File: src/rtl/serial_frame_pkg.sv
// Shared types and line-level constants for the serial frame receiver.
// Latency: none, declarations only.
// Backpressure: not applicable.
package serial_frame_pkg;

    // Receiver FSM: wait for start, collect data, check parity, check stop
    typedef enum logic [1:0] {
        IDLE,
        DATA,
        PARITY,
        STOP
    } state_t;

    // Line levels of the one-bit-per-cycle frame format
    localparam logic START_BIT  = 1'b1;
    localparam logic STOP_BIT   = 1'b0;
    localparam logic IDLE_LEVEL = 1'b0;

endpackage

File: src/rtl/sipo_shift_reg.sv
// WIDTH-bit serial-in/parallel-out register, LSB-first (new bits enter at the MSB end).
// Latency: one edge per shifted bit; after WIDTH shifts the first bit sits in bit 0.
// Backpressure: none; shifts whenever shift_en is high, clear has priority.
module sipo_shift_reg #(
    parameter int WIDTH = 8
) (
    input  logic             CLK,
    input  logic             RST,
    input  logic             clear,
    input  logic             shift_en,
    input  logic             serial_in,
    output logic [WIDTH-1:0] parallel_out
);

    logic [WIDTH-1:0] shift_q;

    // Shift right so the earliest bit ends up in the LSB after WIDTH shifts
    always_ff @(posedge CLK or negedge RST) begin
        if (!RST) begin
            shift_q <= '0;
        end else if (clear) begin
            shift_q <= '0;
        end else if (shift_en) begin
            shift_q <= {serial_in, shift_q[WIDTH-1:1]};
        end
    end

    assign parallel_out = shift_q;

endmodule

File: src/rtl/serial_frame_deserializer.sv
// Serial frame receiver: start bit, WIDTH data bits LSB-first, even parity, stop bit, one bit per CLK.
// Latency: data_valid rises WIDTH+2 edges after the edge that samples the start bit.
// Backpressure: one-entry output register; a good frame completing while it is still full is dropped with an overrun pulse.
module serial_frame_deserializer
    import serial_frame_pkg::*;
#(
    parameter int WIDTH = 8
) (
    input  logic             CLK,
    input  logic             RST,
    input  logic             serial_in,
    input  logic             data_ready,
    output logic [WIDTH-1:0] data_out,
    output logic             data_valid,
    output logic             parity_err,
    output logic             frame_err,
    output logic             overrun
);

    localparam int CNT_W = (WIDTH > 2) ? $clog2(WIDTH) : 1;
    localparam logic [CNT_W-1:0] LAST_BIT = CNT_W'(WIDTH - 1);

    state_t           state;
    logic [CNT_W-1:0] bit_cnt;
    logic [WIDTH-1:0] shift_word;
    logic             par_bad;

    logic             start_seen;
    logic             shift_en;
    logic             stop_good;
    logic             stop_bad;
    logic             consume;
    logic             load;

    // Frame-position decodes and output-register decisions for this edge
    always_comb begin
        start_seen = (state == IDLE) && (serial_in == START_BIT);
        shift_en   = (state == DATA);
        stop_good  = (state == STOP) && (serial_in == STOP_BIT);
        stop_bad   = (state == STOP) && (serial_in != STOP_BIT);
        consume    = data_valid && data_ready;
        // A slot freed by a handshake at this same edge can take the new word
        load       = stop_good && (!data_valid || data_ready);
    end

    sipo_shift_reg #(
        .WIDTH(WIDTH)
    ) u_sipo (
        .CLK         (CLK),
        .RST         (RST),
        .clear       (start_seen),
        .shift_en    (shift_en),
        .serial_in   (serial_in),
        .parallel_out(shift_word)
    );

    // Frame FSM, parity check and registered output stage
    always_ff @(posedge CLK or negedge RST) begin
        if (!RST) begin
            state      <= IDLE;
            bit_cnt    <= '0;
            par_bad    <= 1'b0;
            data_out   <= '0;
            data_valid <= 1'b0;
            parity_err <= 1'b0;
            frame_err  <= 1'b0;
            overrun    <= 1'b0;
        end else begin
            frame_err <= 1'b0;
            overrun   <= 1'b0;

            case (state)
                IDLE: begin
                    if (start_seen) begin
                        state   <= DATA;
                        bit_cnt <= '0;
                    end
                end
                DATA: begin
                    bit_cnt <= bit_cnt + 1'b1;
                    if (bit_cnt == LAST_BIT) begin
                        state <= PARITY;
                    end
                end
                PARITY: begin
                    // Data plus parity must hold an even number of ones
                    par_bad <= (^shift_word) ^ serial_in;
                    state   <= STOP;
                end
                STOP: begin
                    // The stop bit is never reused as a start bit
                    state <= IDLE;
                end
                default: begin
                    state <= IDLE;
                end
            endcase

            if (load) begin
                data_out   <= shift_word;
                parity_err <= par_bad;
                data_valid <= 1'b1;
            end else if (consume) begin
                data_valid <= 1'b0;
            end

            if (stop_good && !load) begin
                overrun <= 1'b1;
            end

            if (stop_bad) begin
                frame_err <= 1'b1;
            end
        end
    end

endmodule

File: config.mk
export PLATFORM = sky130hd
export DESIGN_NAME = serial_frame_deserializer
export DESIGN_NICKNAME = d
export VERILOG_FILES = /design/src/rtl/serial_frame_pkg.sv /design/src/rtl/sipo_shift_reg.sv /design/src/rtl/serial_frame_deserializer.sv
export SDC_FILE = /design/constraint.sdc
export NUM_CORES = 1
export LEC_CHECK = 0
export ABC_AREA = 0
export BUFFER_PORTS_ARGS = -buffer_cell sky130_fd_sc_hd__buf_2
export CORE_ASPECT_RATIO = 1.1
export CORE_UTILIZATION = 55
export CTS_BUF_LIST = sky130_fd_sc_hd__clkbuf_16
export CTS_CLUSTER_SIZE = 8
export DETAILED_ROUTE_END_ITERATION = 8
export PLACE_DENSITY = 0.77
export SLEW_MARGIN = 20
export SYNTH_ARGS = -nofsm -noshare
export SYNTH_HDL_FRONTEND = slang
export SYNTH_SLANG_ARGS = --single-unit
File: constraint.sdc
create_clock -name CLK -period 1.7 [get_ports CLK]
set_clock_uncertainty 0.15 [all_clocks]
set_input_delay 0.34 -clock CLK [delete_from_list [all_inputs] [get_ports CLK]]
set_output_delay 0.34 -clock CLK [all_outputs]
set_load 0.01 [all_outputs]
# Word-level counts from Yosys, hierarchy flattened

Index checks and enable logic that the tools add are counted.

Output and inout port bits: 12
Bits of input ports: 4
Logic and storage cells: 45
Register bits: 26

Muxes and demuxes: 11
Bitwise operators: 2
$add $sub $neg: 1
Reduce and logical (&&, ||, !) cells: 16
Equal/unequal tests: 6

Operators by type and width:

| operator            | number |
|---|---|
| $mux 8              | 2 |
| $pmux 2 s4          | 1 |
| $reduce_xor 8->1    | 1 |
| $logic_and 1x1->1   | 6 |
| $pmux 3 s2          | 1 |
| $reduce_bool 2->1   | 3 |
| $eq 2x2->1 const B  | 2 |
| $mux 1              | 4 |
| $mux 2              | 2 |
| $reduce_and 2->1    | 2 |
| $add 3x1->3 const B | 1 |
| $eq 3x3->1 const B  | 1 |
| $mux 3              | 1 |
| $eq 2x1->1 const B  | 1 |
| $logic_not 1->1     | 2 |
| $logic_not 2->1     | 1 |
| $ne 2x1->1 const B  | 1 |
| $ne 2x2->1 const B  | 1 |
| $logic_or 1x1->1    | 1 |
| $not 1->1           | 1 |
| $xor 1x1->1         | 1 |

# Depth between registers and ports, before layout

Gate-level depths: netlist of the first run.

Word-level depth: 6
Depth in mapped cells: 6
Depth with buffers taken out: 6

# Modules after synthesis

Synthesis of the first run repeated with hierarchy kept, for this count alone.

Cells, all modules: 89
Area total of the unflattened synthesis: 1169.9 µm²

Modules (own cells, without submodules):

| module                    | instances | area each (µm²) | cells an instance | sequential area each (µm²) |
|---|---|---|---|---|
| serial_frame_deserializer | 1         | 844.6           | 63                | 450.4 |
| sipo_shift_reg            | 1         | 325.3           | 26                | 200.2 |

# Worst setup path after synthesis of the first run

No wires, ideal clock.

Path type: reg-to-reg
Start: register u_sipo.shift_q[2], in the netlist u_sipo.parallel_out[2]
End: register par_bad
Setup slack: 0.112 ns
Library setup time: 0.125 ns
Period minus slack after synthesis: 1.588 ns
Arrival time: 1.313 ns
Stages on the path, launching flop included: 5
Path through: dfrtp_1 -> xnor2_1 -> xnor3_1 -> xnor2_1 -> mux2_4

Longest elaborated chain between the ends: 2

Ends and longest elaborated chain:

| what                   | line                            | RTL |
|---|---|---|
| from (decl)            | sipo_shift_reg.sv:15            | `logic [WIDTH-1:0] shift_q;` |
| from (signal assigned) | sipo_shift_reg.sv:24            | `shift_q <= {serial_in, shift_q[WIDTH-1:1]};` |
| $reduce_xor 8->1       | serial_frame_deserializer.sv:87 | `par_bad <= (^shift_word) ^ serial_in;` |
| $xor 1x1->1            | serial_frame_deserializer.sv:87 |  |
| to (signal assigned)   | serial_frame_deserializer.sv:87 |  |
| to (decl)              | serial_frame_deserializer.sv:26 | `logic par_bad;` |

Every way passes these cells.
A chain may end at the register's enable or synchronous reset.

# Worst setup path after layout of the first run

Start: register u_sipo.shift_q[7], in the netlist u_sipo.parallel_out[7]
End: register par_bad

Same word-level chain as after synthesis.

==> out/summary.txt, run 1 <==
Largest net degree at the start of global routing: 27
Syn_nets: 99
Initial core utilization: 0.578
Post-route ant nets: 0
Crit. End Element: register
Slew at the pin closest to its max-slew limit: 566 ps
Vias/cell: 5.03
Clock Path Buffers: 2
Number of fill cells: 153
Maxcap violations: 0
Library cells used by synthesis: 21
Largest fanout on the critical path: 3
Clock input transition at the sequential cells of the worst setup and hold paths: 60 ps
Max stage delay on crit path: 430 ps
Most common cell after layout, fill and taps aside: dfrtp_1
Post-synth top area cell: dfrtp_1
First-pass DRT Iterations: 2
TritonCTS clock tree: done
N_diodes: 0
Relative slew slack: 0.622
Syn. warnings: 0
Worst min-delay path class: in2reg
Tot Pwr: 0.00271 W
Share of layout cells above drive strength 1: 0.304
Crit start category: register
Initial antenna violation count: 0
Global-route usage over all layers: 0.204
Reg power frac: 0.383
Post-DP HPWL: 1.37 mm
Mapped Cells: 89
Root Driver: clkbuf_16
Tcrit/Tclk final: 0.980
Clock network fraction of design power: 0.188
Global-route wire length before repair: 3.29 mm
CORE AREA: 2000 µm²
Leading cell types in the layout, fill and taps excluded: 26 x dfrtp_1, 15 x buf_2, 9 x nor2_1, 9 x mux2_2, 8 x mux2i_1
Status: completed
Slowest-stage cell, CP: dfrtp_1
Final Hold Viols: 0
Mean area per synthesized cell: 13.0 µm²
Vias: 704
Global route overflow: 0
NumNets Final: 123
DIE WIDTH: 45.7 µm
Post-detailed-route DRC marker count: 0
Final Slew Violations: 0
Vias in the first global route: 721
Internal power: 0.00181 W
VDD IR max: 1.16 mV
Design Area, Final: 1400 µm²
Worst Setup Path Type: reg2reg
Final WL: 1.95 mm
CTS Buf Count: 3
DRT iter0 DRCs: 6
Row count: 17
Pwr/cell area: 1930 nW/µm²
Per-cell routed wire length: 13.9 µm
Clock latency on the worst-skew pair: 260 ps
WP data arrival: 1660 ps
Top-area cell type share of the netlist area: 0.563
Io pins: 16
Gate power share: 0.429
Synth-to-Final Area Change: 21.4%
Req. time, crit path: 1690 ps
Critical path, cell by cell: xnor2_2 -> xnor3_1 -> xnor2_1 -> mux2_4
Die Ht: 50.1 µm
Psw: 0.000893 W
Largest cells by area after synthesis: dfrtp_1 56%, mux2_2 8.8%, mux2i_1 6.9%, ha_1 6.5%, xnor2_1 3.8%
Seq cells post-synth: 26
Min Tclk post-route: 1670 ps
Leakage: 0.742 nW
Gpl congestion: 0.769
I/O Buffers: 15
DP Area: 1300 µm²
Die ar.: 2290 µm²
Syn Std Cell Area: 1160 µm²
Register area share after synthesis: 0.563
Final core area utilization: 0.702
Fmax: 0.601 GHz
Sw Share: 0.330
# setup viols final: 0
# H-tree levels: 1
Clock Sinks: 26
-- final cells by class --
| cell class | instances | area [µm²] | share of cell area |
|---|---|---|---|
| Clock buffer | 3 | 75.1 | 0.0535 |
| Clock inverter | 1 | 3.75 | 0.00267 |
| Inverter | 3 | 11.3 | 0.00802 |
| Multi-Input combinational cell | 58 | 493 | 0.351 |
| Sequential cell | 26 | 651 | 0.463 |
| Tap cell | 28 | 35.0 | 0.0250 |
| Timing Repair Buffer | 21 | 135 | 0.0963 |
-- sequential cells by signal (all words and copies together), names as in the netlist --
name and count:
bit_cnt 3, state 2, data_out 8, frame_err 1, overrun 1, u_sipo.parallel_out 8, data_valid 1, parity_err 1
par_bad 1
-- metal layers --
layer	wire length (µm)	global-route usage	vias to the layer above	part of all wire
li1	-	-	351	-
met1	901	0.273	338	0.46
met2	977	0.319	10	0.50
met3	34	0.0330	5	0.017
met4	32	0.0882	0	0.016
met5	0	0	-	0
-- cells in the mapped netlist --
master / count
xnor3_1: 1
mux2_4: 1
ha_1: 6
nor2_1: 9
a32o_1: 2
and2_1: 2
nand2_1: 5
mux2_2: 9
o32a_1: 1
nor2b_1: 1
dfrtp_1: 26
xnor2_1: 5
xor2_1: 1
a21oi_1: 1
nand3_1: 1
clkbuf_1: 1
nand2b_1: 2
mux2i_1: 8
o21ai_0: 3
inv_1: 3
buf_2: 1
-- power groups by stage --
| stage | Combinational, W | Clock (W) | Sequential [W] |
|---|---|---|---|
| floorplan | 0.000781 | 0 | 0.00105 |
| global placement | 0.00108 | 0 | 0.00103 |
| detailed placement | 0.00113 | 0 | 0.00104 |
| CTS | 0.00114 | 0.000518 | 0.00104 |
| global route | 0.00127 | 0.000554 | 0.00107 |
| finish | 0.00116 | 0.000509 | 0.00104 |
-- repair_timing --
action,4_1_cts,5_1_grt
endpoints found under the hold margin,26,0
hold buffers,1,0
endpoints found under the setup margin,0,1
buffers inserted,0,1
gates resized for setup,0,1
-- critical path, delay by kind of cell, from the launching register on --
family                    cells  cell delay [ps]
xor gates and xnor gates      3              720
DFF                           1              430
muxes                         1              260
-- cell families after synthesis --
family	share of synthesized area
DFF	0.563
adders and majority gates	0.0649
AOI/OAI and AO/OA	0.0433
xor gates and xnor gates	0.0649
and+or+nand+nor	0.0768
muxes	0.170
buffers and inverters	0.0173
-- path summary, 6_finish.rpt --
path / slack, ps / end / depth (start not counted) / startpoint
worst max-delay path: 30 / par_bad$_DFFE_PN0N_ / 4 / u_sipo.parallel_out[7]$_DFFE_PN0P_
worst min-delay path: 210 / overrun$_DFF_PN0_ / 3 / data_ready
worst max register to register: 30 / par_bad$_DFFE_PN0N_ / 4 / u_sipo.parallel_out[7]$_DFFE_PN0P_
worst min register to register: 340 / bit_cnt[0]$_DFFE_PN0P_ / 1 / bit_cnt[0]$_DFFE_PN0P_
max in group asynchronous: 560 / bit_cnt[0]$_DFFE_PN0P_ / 2 / RST
min in group asynchronous: 460 / frame_err$_DFF_PN0_ / 2 / RST
-- per-stage QoR --
step           worst slack (ps)  instances  hold WS, ps  setup TNS (ps)
3_3_place_gp               52.4        134          210               0
6_report                   34.8        140          213               0
2_1_floorplan               112         89         -106               0
4_1_cts                    51.3        139          213               0
3_5_place_dp               35.3        134          220               0
5_1_grt                   -17.2        140          239           -17.2
Power figures use the tool's default switching activity.
==> run 2, diff against run 1 <==
--- a/config.mk
+++ b/config.mk
@@ -13,6 +13,7 @@
 export CTS_CLUSTER_SIZE = 8
 export DETAILED_ROUTE_END_ITERATION = 8
 export PLACE_DENSITY = 0.77
+export SKIP_CTS_REPAIR_TIMING = 1
 export SLEW_MARGIN = 20
 export SYNTH_ARGS = -nofsm -noshare
 export SYNTH_HDL_FRONTEND = slang
==> constraint.sdc (replaced) <==
create_clock -name CLK -period 1.7 [get_ports CLK]
set_clock_uncertainty 0.15 [all_clocks]
set_input_delay 0.085 -clock CLK [delete_from_list [all_inputs] [get_ports CLK]]
set_output_delay 0.085 -clock CLK [all_outputs]
set_load 0.01 [all_outputs]
==> run 2 against run 1 <==
Against the previous run: routed wire length down 3.0%; first-iteration DRC count down 67%; register-to-register slack about the same; via count up 1.3%; critical endpoint unchanged; sequential share of layout area up 0.54 points; largest cell class unchanged; the run now ends with negative hold slack left; critical path type unchanged.
==> out/summary.txt, run 2 (synthesized netlist as in run 1, its figures left out) <==
Leakage: 0.730 nW
VDD IR max: 1.23 mV
Largest net degree at the start of global routing: 27
Clock latency on the worst-skew pair: 260 ps
Die Ht: 50.1 µm
Final Hold Viols: 1
Worst min-delay path class: in2reg
TritonCTS clock tree: done
Tcrit/Tclk final: 0.979
Row count: 17
Tot Pwr: 0.00266 W
Number of fill cells: 164
Clock Path Buffers: 2
Gpl congestion: 0.753
Share of layout cells above drive strength 1: 0.284
Violated checks: negative hold slack
CTS Buf Count: 3
Root Driver: clkbuf_16
Global-route wire length before repair: 3.24 mm
Post-DP HPWL: 1.30 mm
WP data arrival: 1660 ps
DRT iter0 DRCs: 2
Pwr/cell area: 1920 nW/µm²
Crit. End Element: register
Vias/cell: 5.20
Vias: 713
Vias in the first global route: 749
# setup viols final: 0
RSZ-0062 raised after global routing: yes
Worst Setup Path Type: reg2reg
# H-tree levels: 1
Global-route usage over all layers: 0.200
Final Slew Violations: 0
Slew at the pin closest to its max-slew limit: 574 ps
Final core area utilization: 0.694
Fmax: 0.601 GHz
CORE AREA: 2000 µm²
Relative slew slack: 0.617
Maxcap violations: 0
Crit start category: register
Area of the multi-input gates: 493 µm²
Most common cell after layout, fill and taps aside: dfrtp_1
Final hold slack: -7.80 ps
Min Tclk post-route: 1660 ps
Io pins: 16
Req. time, crit path: 1700 ps
Post-route ant nets: 0
I/O Buffers: 15
Die ar.: 2290 µm²
Clock Sinks: 26
Leading cell types in the layout, fill and taps excluded: 26 x dfrtp_1, 15 x buf_2, 9 x nor2_1, 9 x mux2_2, 8 x mux2i_1
Sequential Area: 651 µm²
N_diodes: 0
Largest fanout on the critical path: 4
Per-cell routed wire length: 13.8 µm
First-pass DRT Iterations: 3
Post-detailed-route DRC marker count: 0
Clock input transition at the sequential cells of the worst setup and hold paths: 60 ps
TNS Setup: 0 ps
NumNets Final: 121
Initial antenna violation count: 0
Global route overflow: 0
Final WL: 1.89 mm
DIE WIDTH: 45.7 µm
Initial core utilization: 0.578
Synth-to-Final Area Change: 20.0%
Status: finished with violations
run 2: changes by cell type in the layout (fill, tap and decap cells not counted):
cell,change
buf_4,-3
clkinv_1,-1
dlygate4sd3_1,+1
run 2: power by group:
group          switching [W]  internal, W
sequential          0.000182     0.000857
clock               0.000198     0.000311
combinational       0.000497     0.000613
run 2: worst max-delay path: stages (launching register included):
cell and delay [ps]:
dfrtp_1 430, xnor2_2 170, xnor3_1 420, xnor2_1 140, mux2_4 250
run 2: path summary, 6_finish.rpt:
path                                                    startpoint                            endpoint  slack, ps  depth (start not counted)
worst min register to register              parity_err$_DFFE_PN0P_              parity_err$_DFFE_PN0P_        350                          1
min in group asynchronous                                      RST                 frame_err$_DFF_PN0_        210                          2
worst max register to register  u_sipo.parallel_out[7]$_DFFE_PN0P_                 par_bad$_DFFE_PN0N_         40                          4
worst min-delay path                                     serial_in                 frame_err$_DFF_PN0_         -8                          2
max in group asynchronous                                      RST  u_sipo.parallel_out[1]$_DFFE_PN0P_        820                          2
worst max-delay path            u_sipo.parallel_out[7]$_DFFE_PN0P_                 par_bad$_DFFE_PN0N_         40                          4
run 2: cell type report:
class,count,area share
inverter,3,0.00812
multi-input combinational,58,0.355
timing repair buffer,19,0.0884
sequential,26,0.469
clock buffer,3,0.0541
tap,28,0.0252
run 2: metal layers:
layer  routed length, µm  GRT usage  up-vias
li1                    -          -      343
met1                 899      0.258      355
met2                 910      0.312       10
met3                  38     0.0366        5
met4                  38      0.108        0
met5                   0          0        -
run 2: stage by stage:
stage          cells  setup slack (ps)  area (µm²)
2_1_floorplan     89               112        1160
3_3_place_gp     132              74.2        1280
3_5_place_dp     132              34.8        1280
4_1_cts          135              29.3        1360
5_1_grt          137             -8.08        1390
6_report         137              35.1        1390
